## src/rtl/prom_writer_pkg.sv

```systemverilog
// Shared definitions for the PROM fuse writer: state encoding, response codes
// and default device timing.
package prom_writer_pkg;

  typedef enum logic [2:0] {
    ST_IDLE,
    ST_PREREAD,
    ST_SETUP,
    ST_PULSE,
    ST_RECOVER,
    ST_VERIFY,
    ST_RESP
  } state_t;

  localparam logic [1:0] RSP_OK      = 2'd0;
  localparam logic [1:0] RSP_ILLEGAL = 2'd1;
  localparam logic [1:0] RSP_FAIL    = 2'd2;

  localparam int DEF_WIDTH  = 4;
  localparam int DEF_HEIGHT = 8;
  localparam int DEF_TSETUP = 2;
  localparam int DEF_TPW    = 10;
  localparam int DEF_TREC   = 2;
  localparam int DEF_MAXTRY = 4;

  localparam int TIMER_W = 8;

  // States in which the program data bus carries the target word.
  function automatic logic drivesData(input state_t s);
    return (s == ST_SETUP) || (s == ST_PULSE) || (s == ST_RECOVER);
  endfunction

endpackage

```

## src/rtl/prom_writer_timer.sv

```systemverilog
// Loadable down-counter with a zero flag; times setup, pulse and recovery phases.
module prom_writer_timer
  import prom_writer_pkg::*;
#(
  parameter int W = TIMER_W
) (
  input  logic         clk,
  input  logic         rst,
  input  logic         i_load,
  input  logic [W-1:0] i_value,
  output logic         o_zero
);

  logic [W-1:0] r_count;

  always_ff @(posedge clk or posedge rst) begin
    if (rst) begin
      r_count <= '0;
    end else if (i_load) begin
      r_count <= i_value;
    end else if (r_count != '0) begin
      r_count <= r_count - 1'b1;
    end
  end

  assign o_zero = (r_count == '0);

endmodule

```

## src/rtl/prom_writer.sv

```systemverilog
// One-word-at-a-time fuse PROM programmer: pre-read legality check, then
// setup/pulse/recover/verify loops until the word reads back or tries run out.
module prom_writer
  import prom_writer_pkg::*;
#(
  parameter int WIDTH  = DEF_WIDTH,
  parameter int HEIGHT = DEF_HEIGHT,
  parameter int TSETUP = DEF_TSETUP,
  parameter int TPW    = DEF_TPW,
  parameter int TREC   = DEF_TREC,
  parameter int MAXTRY = DEF_MAXTRY
) (
  input  logic              clk,
  input  logic              rst,
  input  logic              req_valid,
  output logic              req_ready,
  input  logic [HEIGHT-1:0] req_addr,
  input  logic [WIDTH-1:0]  req_data,
  output logic              rsp_valid,
  output logic [1:0]        rsp_err,
  output logic [2:0]        rsp_tries,
  output logic [HEIGHT-1:0] pa,
  output logic [WIDTH-1:0]  pd,
  output logic              pgm,
  output logic              cs_,
  input  logic [WIDTH-1:0]  q
);

  // The timer counts down to zero, so each phase loads its length minus one.
  localparam logic [TIMER_W-1:0] LD_SETUP = TIMER_W'(TSETUP - 1);
  localparam logic [TIMER_W-1:0] LD_PULSE = TIMER_W'(TPW - 1);
  localparam logic [TIMER_W-1:0] LD_REC   = TIMER_W'(TREC - 1);
  localparam logic [2:0]         MAX_T    = 3'(MAXTRY);

  state_t              r_state;
  state_t              w_nextState;
  logic [HEIGHT-1:0]   r_addr;
  logic [WIDTH-1:0]    r_data;
  logic [2:0]          r_tries;
  logic [1:0]          r_rspErr;
  logic [2:0]          r_rspTries;
  logic [1:0]          w_rspErr;
  logic                w_timerLoad;
  logic [TIMER_W-1:0]  w_timerValue;
  logic                w_timerZero;

  prom_writer_timer #(.W(TIMER_W)) u_timer (
    .clk     (clk),
    .rst     (rst),
    .i_load  (w_timerLoad),
    .i_value (w_timerValue),
    .o_zero  (w_timerZero)
  );

  always_ff @(posedge clk or posedge rst) begin
    if (rst) begin
      r_state <= ST_IDLE;
    end else begin
      r_state <= w_nextState;
    end
  end

  always_comb begin
    w_nextState  = r_state;
    w_timerLoad  = 1'b0;
    w_timerValue = '0;
    w_rspErr     = RSP_OK;
    case (r_state)
      ST_IDLE: begin
        if (req_valid) w_nextState = ST_PREREAD;
      end
      ST_PREREAD: begin
        // A bit already blown where the target wants 0 can never be undone.
        if ((q & ~r_data) != '0) begin
          w_nextState = ST_RESP;
          w_rspErr    = RSP_ILLEGAL;
        end else if (q == r_data) begin
          w_nextState = ST_RESP;
        end else begin
          w_nextState  = ST_SETUP;
          w_timerLoad  = 1'b1;
          w_timerValue = LD_SETUP;
        end
      end
      ST_SETUP: begin
        if (w_timerZero) begin
          w_nextState  = ST_PULSE;
          w_timerLoad  = 1'b1;
          w_timerValue = LD_PULSE;
        end
      end
      ST_PULSE: begin
        if (w_timerZero) begin
          w_nextState  = ST_RECOVER;
          w_timerLoad  = 1'b1;
          w_timerValue = LD_REC;
        end
      end
      ST_RECOVER: begin
        if (w_timerZero) w_nextState = ST_VERIFY;
      end
      ST_VERIFY: begin
        if (q == r_data) begin
          w_nextState = ST_RESP;
        end else if (r_tries == MAX_T) begin
          w_nextState = ST_RESP;
          w_rspErr    = RSP_FAIL;
        end else begin
          w_nextState  = ST_SETUP;
          w_timerLoad  = 1'b1;
          w_timerValue = LD_SETUP;
        end
      end
      ST_RESP: w_nextState = ST_IDLE;
      default: w_nextState = ST_IDLE;
    endcase
  end

  always_comb begin
    req_ready = 1'b0;
    rsp_valid = 1'b0;
    pgm       = 1'b0;
    cs_       = 1'b1;
    pa        = '0;
    pd        = '0;
    case (r_state)
      ST_IDLE:                 req_ready = 1'b1;
      ST_PREREAD, ST_VERIFY: begin
        cs_ = 1'b0;
        pa  = r_addr;
      end
      ST_SETUP, ST_RECOVER:    pa = r_addr;
      ST_PULSE: begin
        pgm = 1'b1;
        pa  = r_addr;
      end
      ST_RESP:                 rsp_valid = 1'b1;
      default: ;
    endcase
    if (drivesData(r_state)) pd = r_data;
  end

  // Tries count completed pulses only; an async reset mid-pulse discards it.
  always_ff @(posedge clk or posedge rst) begin
    if (rst) begin
      r_addr     <= '0;
      r_data     <= '0;
      r_tries    <= '0;
      r_rspErr   <= RSP_OK;
      r_rspTries <= '0;
    end else begin
      if (r_state == ST_IDLE && req_valid) begin
        r_addr  <= req_addr;
        r_data  <= req_data;
        r_tries <= '0;
      end
      if (r_state == ST_PULSE && w_timerZero) r_tries <= r_tries + 3'd1;
      if (w_nextState == ST_RESP) begin
        r_rspErr   <= w_rspErr;
        r_rspTries <= r_tries;
      end
    end
  end

  assign rsp_err   = r_rspErr;
  assign rsp_tries = r_rspTries;

endmodule
```

## config.mk

```make
export PLATFORM = sky130hd
export DESIGN_NAME = prom_writer
export DESIGN_NICKNAME = d
export VERILOG_FILES = /design/src/rtl/prom_writer_pkg.sv /design/src/rtl/prom_writer_timer.sv /design/src/rtl/prom_writer.sv
export SDC_FILE = /design/constraint.sdc
export NUM_CORES = 1
export LEC_CHECK = 0
export ABC_AREA = 1
export CAP_MARGIN = 10
export CORE_MARGIN = 5
export CORE_UTILIZATION = 25
export CTS_CLUSTER_DIAMETER = 150
export DETAILED_ROUTE_END_ITERATION = 7
export HOLD_SLACK_MARGIN = 0.08
export RECOVER_POWER = 25
export SLEW_MARGIN = 20
export SYNTH_ARGS = -nofsm -noshare
export SYNTH_HDL_FRONTEND = slang
export SYNTH_SLANG_ARGS = --single-unit
export TNS_END_PERCENT = 50
```

## constraint.sdc

```tcl
create_clock -name clk -period 3.6 [get_ports clk]
set_input_delay 0.72 -clock clk [delete_from_list [all_inputs] [get_ports clk]]
set_output_delay 0.72 -clock clk [all_outputs]
set_load 0.05 [all_outputs]
```

==> metrics.md, run 1 <==
| Metric | Value |
|---|---|
| Post-CTS Resized | `0` |
| Max_cap viols | `1` |
| Final min period | `3010 ps` |
| TritonCTS clock tree | `done` |
| # fillers | `718` |
| Endpoints failing setup | `0` |
| Syn avg cell area | `8.49 µm²` |
| Layout Nets | `277` |
| Drt wl/cell | `10.6 µm` |
| Commonest non-fill, non-tap cell in the layout | `clkdlybuf4s50_1` |
| Initial antenna violation count | `0` |
| Most frequent cells in the layout | `clkdlybuf4s50_1, inv_1, nor2_1, dfrtp_1, nand2_1` |
| Outcome | `complete, but fails checks` |
| Synth warn | `0` |
| Total global-route track usage | `9.31%` |
| Die Span Y | `93.6 µm` |
| Synth Instances | `206` |
| Count of antenna diodes in the layout | `0` |
| Crit Path Category | `reg -> out` |
| Worst Tran Pin Value | `1690 ps` |
| Clk buf depth | `2` |
| Hold-fix buffer count after cts | `0` |
| Vias/cell | `4.07` |
| Fmax achieved | `332 MHz` |
| Syn nets | `233` |
| Max Clock Skew | `6.49 ps` |
| Core area | `6790 µm²` |
| Starting density of the core | `25.7%` |
| Fin. Hold Viols | `0` |
| H-Tree Depth | `2` |
| Dpl hpwl | `2.73 mm` |
| Post-route ant nets | `0` |
| Worst Path Max Fanout | `7` |
| CTS sink count | `31` |
| I/O pin count | `40` |
| Vias in the first global route | `1402` |
| Failing checks | `capacitance limit, slew limit` |
| Initial DRC count | `46` |
| FF+latch area | `776 µm²` |
| Post-CTS setup buffers | `0` |
| Slew headroom | `-12.9%` |
| Share of layout cells above drive strength 1 | `15.5%` |
| Startpoint type of the worst setup path | `flip-flop` |
| Area of the multi-input gates | `792 µm²` |
| Final Util | `34.5%` |
| GP Congestion | `0.809` |
| Sequential-to-total area share from yosys stat | `44.4%` |
| Dpl cells | `339` |
| Slew Viols, Final | `32` |
| Post-Route WL | `3.68 mm` |
| Yosys reg bits | `31` |
| Via Count | `1412` |
| Die ar. | `8760 µm²` |
| Clk slew on worst S/H paths | `70 ps` |
| Global-route wire length before repair | `6.33 mm` |
| Grt ovf | `0` |
| # port buffers | `39` |
| CTS Buf Count | `5` |
| Min-Delay Path Class | `reg -> reg` |
| Root buffer cell | `clkbuf_8` |
| Skew-Pair Late Insertion Delay | `280 ps` |
| Final setup TNS | `0 ps` |
| WP data arrival | `2290 ps` |
| Row Count | `30` |
| DRT Pass-1 Iters | `4` |
| Area grow syn2layout | `34.2%` |
| Largest net degree at the start of global routing | `32` |
| Worst EP required | `2880 ps` |
| Die width | `93.6 µm` |
| Tcrit/Tclk final | `83.7%` |
| Netlist Area Pre-Place | `1750 µm²` |
| Count of non-filler cells in the finished layout | `347` |
| Post-route DRC | `0` |
| Synth cell types | `23` |
| Unrepaired setup endpoints after global routing | `no` |
| CP Capture Type | `output port` |
[registers in the layout, summed over array words and instances, names as in the netlist]
register / flops
r_data: 4
r_addr: 8
r_state: 3
rsp_tries: 3
u_timer.r_count: 8
r_tries: 3
rsp_err: 2
[final cells by class]
class                   instances  area share, %
repair buffers                 40           16.8
well taps                      96           5.12
clock inverters                 2           1.49
multi-input cells             133           33.8
flip-flops and latches         31           33.1
inverters                      39           6.24
clock buffers                   6           3.52
[cells in the mapped netlist]
cell type | number | area share, %
nand3b_1 | 1 | 0.43
nand4_1 | 4 | 1.4
nor3_4 | 1 | 0.93
ha_1 | 8 | 5.7
nor2_2 | 7 | 2.5
dfrtp_1 | 31 | 44
a21oi_2 | 14 | 7.0
inv_2 | 2 | 0.43
buf_6 | 3 | 1.9
nor2_4 | 1 | 0.64
nand2_4 | 3 | 1.9
o21ai_1 | 3 | 0.86
nand2_1 | 26 | 5.6
o22ai_1 | 1 | 0.36
inv_1 | 37 | 7.9
nor2_1 | 36 | 7.7
xor2_1 | 4 | 2.0
o21ai_0 | 5 | 1.4
xnor2_1 | 2 | 1.0
nand3_1 | 6 | 1.7
a21oi_1 | 2 | 0.57
nor3_1 | 6 | 1.7
nand3_2 | 3 | 1.7
[critical path, stage by stage, from the launching register on]
cell             delay, ps
dfrtp_1                460
nor2_1                 120
inv_1                   70
nor2_1                 280
nor2_1                 150
nor2_1                 120
clkdlybuf4s50_1        810
[cells by family after synthesis]
logic type | synth area share, %
buf+inv | 10.3
compound gates | 10.2
simple gates | 26.3
flops | 44.4
xor+xnor | 3.01
fa+ha+maj | 5.73
[metal layers]
layer | track usage (%) | wire, µm
met5 | 0 | 0
met4 | 3.97 | 64
met3 | 2.82 | 211
met2 | 14.4 | 1570
met1 | 12.0 | 1840
[per-stage QoR]
| step | cell area [µm²] | hold slack, ps | setup slack, ps |
|---|---|---|---|
| floorplan | 1750 | 442 | 1260 |
| global placement | 2230 | 457 | 940 |
| detailed placement | 2230 | 466 | 889 |
| CTS | 2350 | 482 | 573 |
| global route | 2350 | 513 | 418 |
| finish | 2350 | 475 | 586 |
[path summary, 6_finish.rpt]
path	startpoint	slack (ps)	depth (start not counted)	endpoint
worst min register to register	rsp_err[0]$_DFFE_PP0N_	480	2	rsp_err[0]$_DFFE_PP0N_
worst max register to register	u_timer.r_count[0]$_DFFE_PP0P_	1720	7	r_tries[1]$_DFFE_PP0P_
min in group asynchronous	rst	1470	3	r_addr[4]$_DFFE_PP0P_
max in group asynchronous	rst	1140	3	r_tries[1]$_DFFE_PP0P_
worst min-delay path	rsp_err[0]$_DFFE_PP0N_	480	2	rsp_err[0]$_DFFE_PP0N_
worst max-delay path	r_state[0]$_DFF_PP0_	590	6	pd[2]
Power of run 1 is left out: the tool's default activity adds up to more than one toggle a clock period on the data nets, which glitch-free logic cannot reach.
==> inputs of run 2 (changes only) <==
==> constraint.sdc (replaced) <==
create_clock -name clk -period 2.7 [get_ports clk]
set_input_delay 0.54 -clock clk [delete_from_list [all_inputs] [get_ports clk]]
set_output_delay 0.54 -clock clk [all_outputs]
set_load 0.05 [all_outputs]
==> run 2 against run 1 <==
  * Critical endpoint is now req_ready
  * Wire length up 2.3%
  * Clock skew up 1.3 ps
  * Sequential share of layout area up 0.94 points
  * Highest routed layer unchanged
  * Non-clock buffer count unchanged
  * Critical path type unchanged
  * Register-to-register slack worse by 880 ps
  * The run still ends with capacitance limit, slew limit left
  * Global-route usage up 0.17 points
  * Critical path depth down 2
  * Final area down 2.8%
==> metrics.md, run 2 (synthesized netlist as in run 1, its figures left out) <==
| Metric | Value |
|---|---|
| Failing checks | `capacitance limit, slew limit` |
| Outcome | `complete, but fails checks` |
| Post-route DRC | `0` |
| Slew Viols, Final | `32` |
| Largest net degree at the start of global routing | `32` |
| Unrepaired setup endpoints after global routing | `no` |
| I/O pin count | `40` |
| CTS Buf Count | `5` |
| Crit Path Category | `reg -> out` |
| Skew-Pair Late Insertion Delay | `280 ps` |
| Min-Delay Path Class | `reg -> reg` |
| Global-route wire length before repair | `6.45 mm` |
| Hold Path Stages | `2` |
| Count of antenna diodes in the layout | `0` |
| Max_cap viols | `1` |
| Commonest non-fill, non-tap cell in the layout | `inv_1` |
| R2R Setup Slk | `840 ps` |
| Tcrit/Tclk final | `90.4%` |
| Starting density of the core | `25.7%` |
| Endpoints failing setup | `0` |
| Post-CTS setup buffers | `0` |
| Vias/cell | `4.09` |
| Hold-fix buffer count after cts | `0` |
| # fillers | `725` |
| Dpl hpwl | `2.85 mm` |
| Root buffer cell | `clkbuf_8` |
| Share of layout cells above drive strength 1 | `20.3%` |
| H-Tree Depth | `2` |
| Post-CTS Resized | `0` |
| Area grow syn2layout | `30.5%` |
| Most frequent cells in the layout | `inv_1, nor2_1, dfrtp_1, nand2_1, clkdlybuf4s50_1` |
| Startpoint type of the worst setup path | `flip-flop` |
| R2R Path Start | `u_timer.r_count[0]$_DFFE_PP0P_` |
| Clk slew on worst S/H paths | `60 ps` |
| Fin. Hold Viols | `0` |
| Reg2reg path depth | `9` |
| GP Congestion | `0.777` |
| Total global-route track usage | `9.48%` |
| Initial DRC count | `45` |
| Row Count | `30` |
| Final min period | `2440 ps` |
| Die width | `93.6 µm` |
| Via Count | `1418` |
| Worst Tran Pin Value | `1720 ps` |
| Initial antenna violation count | `0` |
| Launch point of the worst hold path | `u_timer.r_count[0]$_DFFE_PP0P_` |
| Fmax achieved | `410 MHz` |
| Core area | `6790 µm²` |
| Worst Path Max Fanout | `7` |
| Reg-to-reg endpoint | `u_timer.r_count[0]$_DFFE_PP0P_` |
| Hold Crit Endpoint | `u_timer.r_count[0]$_DFFE_PP0P_` |
| # port buffers | `39` |
| Vias in the first global route | `1412` |
| Slew headroom | `-14.6%` |
| TritonCTS clock tree | `done` |
| CTS sink count | `31` |
| Post-Route WL | `3.77 mm` |
| Max Clock Skew | `7.77 ps` |
| Layout Nets | `277` |
| Die ar. | `8760 µm²` |
| Die Span Y | `93.6 µm` |
| WP data arrival | `1900 ps` |
| Final setup TNS | `0 ps` |
| Clk buf depth | `2` |
| CP Capture Type | `output port` |
| Worst EP required | `2160 ps` |
| Drt wl/cell | `10.9 µm` |
| Grt ovf | `0` |
| Post-route ant nets | `0` |
| DRT Pass-1 Iters | `4` |
| Largest regs | `r_addr x8, u_timer.r_count x8, r_data x4` |
-- run 2: worst max path at each step --
stage	from	endpoint	slack, ps
floorplan	r_state[0]$_DFF_PP0_	pd[0]	540
global placement	r_state[0]$_DFF_PP0_	req_ready	580
detailed placement	q[1]	u_timer.r_count[0]$_DFFE_PP0P_	540
CTS	r_state[0]$_DFF_PP0_	req_ready	250
global route	rst	r_state[2]$_DFF_PP0_	120
finish	r_state[0]$_DFF_PP0_	req_ready	260
-- run 2: area by class of cell --
cell class	count	area (µm²)	share of cell area [%]
multi-input cells	133	792	34.7
flip-flops and latches	31	776	34.0
repair buffers	40	362	15.9
inverters	39	146	6.42
well taps	96	120	5.27
clock buffers	6	72.6	3.18
clock inverters	2	12.5	0.549
-- run 2: worst max-delay path, cell delays in order (launching register included) --
cell	delay [ps]
dfrtp_1	460
nor2_1	120
inv_1	60
nor2_2	150
clkdlybuf4s50_1	830
-- run 2: layer usage --
metal | track usage, % | vias to the layer above | wire (µm)
met1 | 11.4 | 648 | 1730
li1 | - | 730 | -
met3 | 3.70 | 6 | 243
met5 | 0 | - | 0
met2 | 15.4 | 34 | 1730
met4 | 3.25 | 0 | 57
-- run 2: per-stage QoR --
step / hold slack [ps] / setup WS [ps] / cells / utilization, % / instance area [µm²]
floorplan: 442 / 544 / 206 / - / 1750
global placement: 461 / 581 / 339 / 32.4 / 2200
detailed placement: 469 / 540 / 339 / 32.4 / 2200
CTS: 484 / 251 / 347 / 33.6 / 2280
global route: 512 / 118 / 347 / 33.6 / 2280
finish: 477 / 260 / 347 / 33.6 / 2280
Power of run 2 is left out for the same reason.
==> variant 1, RTL diff (settings of run 2) <==
Set the package constant `DEF_HEIGHT` to 16 (it was 8).
--- a/src/rtl/prom_writer_pkg.sv
+++ b/src/rtl/prom_writer_pkg.sv
@@ -19,3 +19,3 @@
   localparam int DEF_WIDTH  = 4;
-  localparam int DEF_HEIGHT = 8;
+  localparam int DEF_HEIGHT = 16;
   localparam int DEF_TSETUP = 2;
Interface: changed (resized pa and req_addr); port bits go from 40 to 56. The function was not compared with the original's and may differ.
==> variant 1 against run 2 <==
Worst setup slack got worse by 0.071 ns. Non-clock buffer count increased by 16. First-iteration DRC count increased by 71%. Fmax decreased by 2.8%. Cell area increased by 24%. Sequential cell count increased by 8. Synthesized area increased by 22%. Via count increased by 33%. Wire length increased by 33%. Die area increased by 20%.
Power is left out: the tool's default activity adds up to more than one toggle a clock period on the data nets, which glitch-free logic cannot reach.
==> variant 1: results <==
[setup_path]
reg2reg_setup_slack_ns = 1.12
rr_startpoint = u_timer.r_count[0]$_DFFE_PP0P_
cp.arrival_ns = 1.97
rr_worst_depth = 7
crit_fanout = 5
rr_endpoint = r_tries[2]$_DFFE_PP0P_

[min_path]
whs_path_depth = 2
whs_endpoint = rsp_err[0]$_DFFE_PP0N_
hp-class = register to register
min_from = rsp_err[0]$_DFFE_PP0N_

[routing]
drt_iter0_markers = 77
viasPerCell = 4.23
routed-via-count = 1887
wl_per_cell_um = 11.2

[synthesis]
ys.flop_type = dfrtp_1
yosys-top-cells-count = 59 x nor2_1, 55 x nand2_1, 43 x inv_1
syn_nets = 318
synth_warnings = 0
syn_inst = 283
synth_cell_type_count = 20
seq_area_frac_synth_pct = 45.7
ys_top_cells_by_area = dfrtp_1 46%, nor2_1 10%, nand2_1 9.7%, inv_1 7.6%, a21oi_1 4.9%

[placed_design]
gp_congestion = 0.835
dpl.hpwl_um = 3730
dpl.cell_count = 439
port_buffers = 55

[clock_network]
cts_setup_buffers = 0
cts_max_path_buffers = 2
htreeDepth = 2
cts-resized-gates = 0

[finish]
top_regs = r_addr (16), u_timer.r_count (8), r_data (4)
nets = 376
nFillCells = 894
drive_gt1_share_pct = 13.8

[grt]
grt_max_degree = 45
globalRouteTotalUtil_pct = 10.4
grt_pass1_wl_um = 8650

[status]
status = finished clean

[sta]
fin_skew_ns = 0.00740
relSlewSlack_pct = 33.3
==> variant 1: worst max-delay path by stage <==
stage,from,end
after floorplan,r_state[0]$_DFF_PP0_,pa[10]
after global placement,r_state[2]$_DFF_PP0_,pgm
after detailed placement,r_state[2]$_DFF_PP0_,pgm
after CTS,r_state[2]$_DFF_PP0_,pgm
after global routing,r_state[2]$_DFF_PP0_,pgm
final,r_state[2]$_DFF_PP0_,pgm
==> variant 1: through the flow <==
| stage | setup slack [ns] | instance area [µm²] | hold WS [ns] |
|---|---|---|---|
| after floorplan | 0.546 | 2140 | 0.471 |
| after global placement | 0.555 | 2720 | 0.456 |
| after detailed placement | 0.499 | 2720 | 0.459 |
| after CTS | 0.183 | 2830 | 0.479 |
| after global routing | 0.0523 | 2820 | 0.509 |
| final | 0.189 | 2820 | 0.476 |
==> variant 1: final cells by class <==
class / instances / area, µm² / share of cell area [%]
clock buffer: 6 / 72.6 / 2.57
tap: 105 / 131 / 4.65
sequential: 39 / 976 / 34.6
clock inverter: 1 / 30.0 / 1.06
multi-input combinational: 190 / 925 / 32.7
inverter: 49 / 184 / 6.51
timing repair buffer: 56 / 505 / 17.9
==> variant 1: worst max-delay path, cell delays in order, from the launching register on <==
cell and delay (ns):
dfrtp_1 0.45, inv_2 0.14, nand2_1 0.08, nor2_1 0.18, clkdlybuf4s50_1 0.84
==> variant 1: metal layers <==
layer	vias up	routed length, µm	GRT usage (%)
met5	-	0	0
met4	0	84	3.43
met3	6	370	4.16
met2	46	2210	16.3
met1	850	2350	13.0
li1	985	-	-
==> variant 1: cells by family after synthesis <==
group	Yosys count	synth area share, %
buf+inv	54	11.1
flops	39	45.7
xor+xnor	1	0.410
compound gates	26	6.09
fa+ha+maj	8	4.68
simple gates	155	32.1
==> variant 2, RTL diff (flow settings as in run 2) <==
Made on the original files. Encoding of `state_t`: now one-hot (7 bits for 7 states).
--- a/src/rtl/prom_writer_pkg.sv
+++ b/src/rtl/prom_writer_pkg.sv
@@ -4,10 +4,10 @@
 
-  typedef enum logic [2:0] {
-    ST_IDLE,
-    ST_PREREAD,
-    ST_SETUP,
-    ST_PULSE,
-    ST_RECOVER,
-    ST_VERIFY,
-    ST_RESP
+  typedef enum logic [6:0] {
+    ST_IDLE    = 7'b0000001,
+    ST_PREREAD = 7'b0000010,
+    ST_SETUP   = 7'b0000100,
+    ST_PULSE   = 7'b0001000,
+    ST_RECOVER = 7'b0010000,
+    ST_VERIFY  = 7'b0100000,
+    ST_RESP    = 7'b1000000
   } state_t;
Behaviour: same outputs for any inputs over 10 cycles, from zero or initial values and one cycle with rst high; not proved beyond that.
==> variant 2 against run 2 <==
Fmax decreased by 3.6%. Clock skew decreased by 0.0010 ns. Cell area increased by 11%. Highest routed layer unchanged. Synthesized area increased by 13%. Worst setup slack got worse by 0.092 ns. First-iteration DRC count increased by 78%. Critical path type unchanged. Hold slack improved by 0.044 ns. Count of clock-buffer cells in the layout increased by 2. Sequential cell count increased by 4. Wire length increased by 7.7%.
==> variant 2: results <==
[setup_path]
crit_fanout = 4
cp.arrival_ns = 1.99
critPathLaunch = r_state[2]$_DFF_PP0_
reg2reg_setup_slack_ns = 0.90
rr_worst_depth = 7

[grt]
globalRouteTotalUtil_pct = 9.00
met2_usage_pct = 15.1
grt_pass1_wl_um = 7110
grtUsageMet1_pct = 10.7

[synthesis]
synth_cell_type_count = 32
ys_top_cells_by_area = dfrtp_1 43%, inv_1 7.2%, nand2_1 7.2%, nor2_1 4.9%, ha_1 4.4%
avgSynthCellArea_um2 = 8.67
syn_nets = 254
synthAdderAreaFrac_pct = 4.43
seq_area_frac_synth_pct = 44.4
synth_compound_gate_area_share_pct = 7.41

[routing]
drt_iter0_markers = 80
viasPerCell = 4.02
wl_met3_um = 237
totalWireLength_um = 4060
wl_met1_um = 1810

[sta]
fmax_mhz = 395

[status]
status = finished clean

[placed_design]
dpl-instance-area_um2 = 2440
dp_slack_ns = 0.478
-- variant 2: cell count changes in the layout (fill, tap and decap cells not counted), moves of 3 or more --
| cell | change |
|---|---|
| o21ai_1 | +8 |
| nand3_1 | +5 |
| nand4_1 | -3 |
| a21oi_2 | -13 |
| dfrtp_1 | +3 |
| nor3_2 | +4 |
| nor2_1 | -10 |
| nand2_2 | +5 |
| nor2_4 | +3 |
| o21ai_2 | +3 |
| nand2_1 | +12 |
| nor3_1 | -4 |
-- variant 2: layout make-up --
cell class,count,area (µm²)
Clock buffer,8,100
Fill cell,804,5190
Inverter,42,159
Multi-Input combinational cell,148,910
Sequential cell,35,877
Tap cell,102,128
Timing Repair Buffer,40,360
-- variant 2: worst reg2reg max path: cells and delay by family (launching register included) --
kind,cells,cell delay (ns)
adders and majority gates,1,0.24
buffers and inverters,1,0.13
AOI/OAI and AO/OA,1,0.08
and+or+nand+nor,4,0.83
DFF,1,0.41
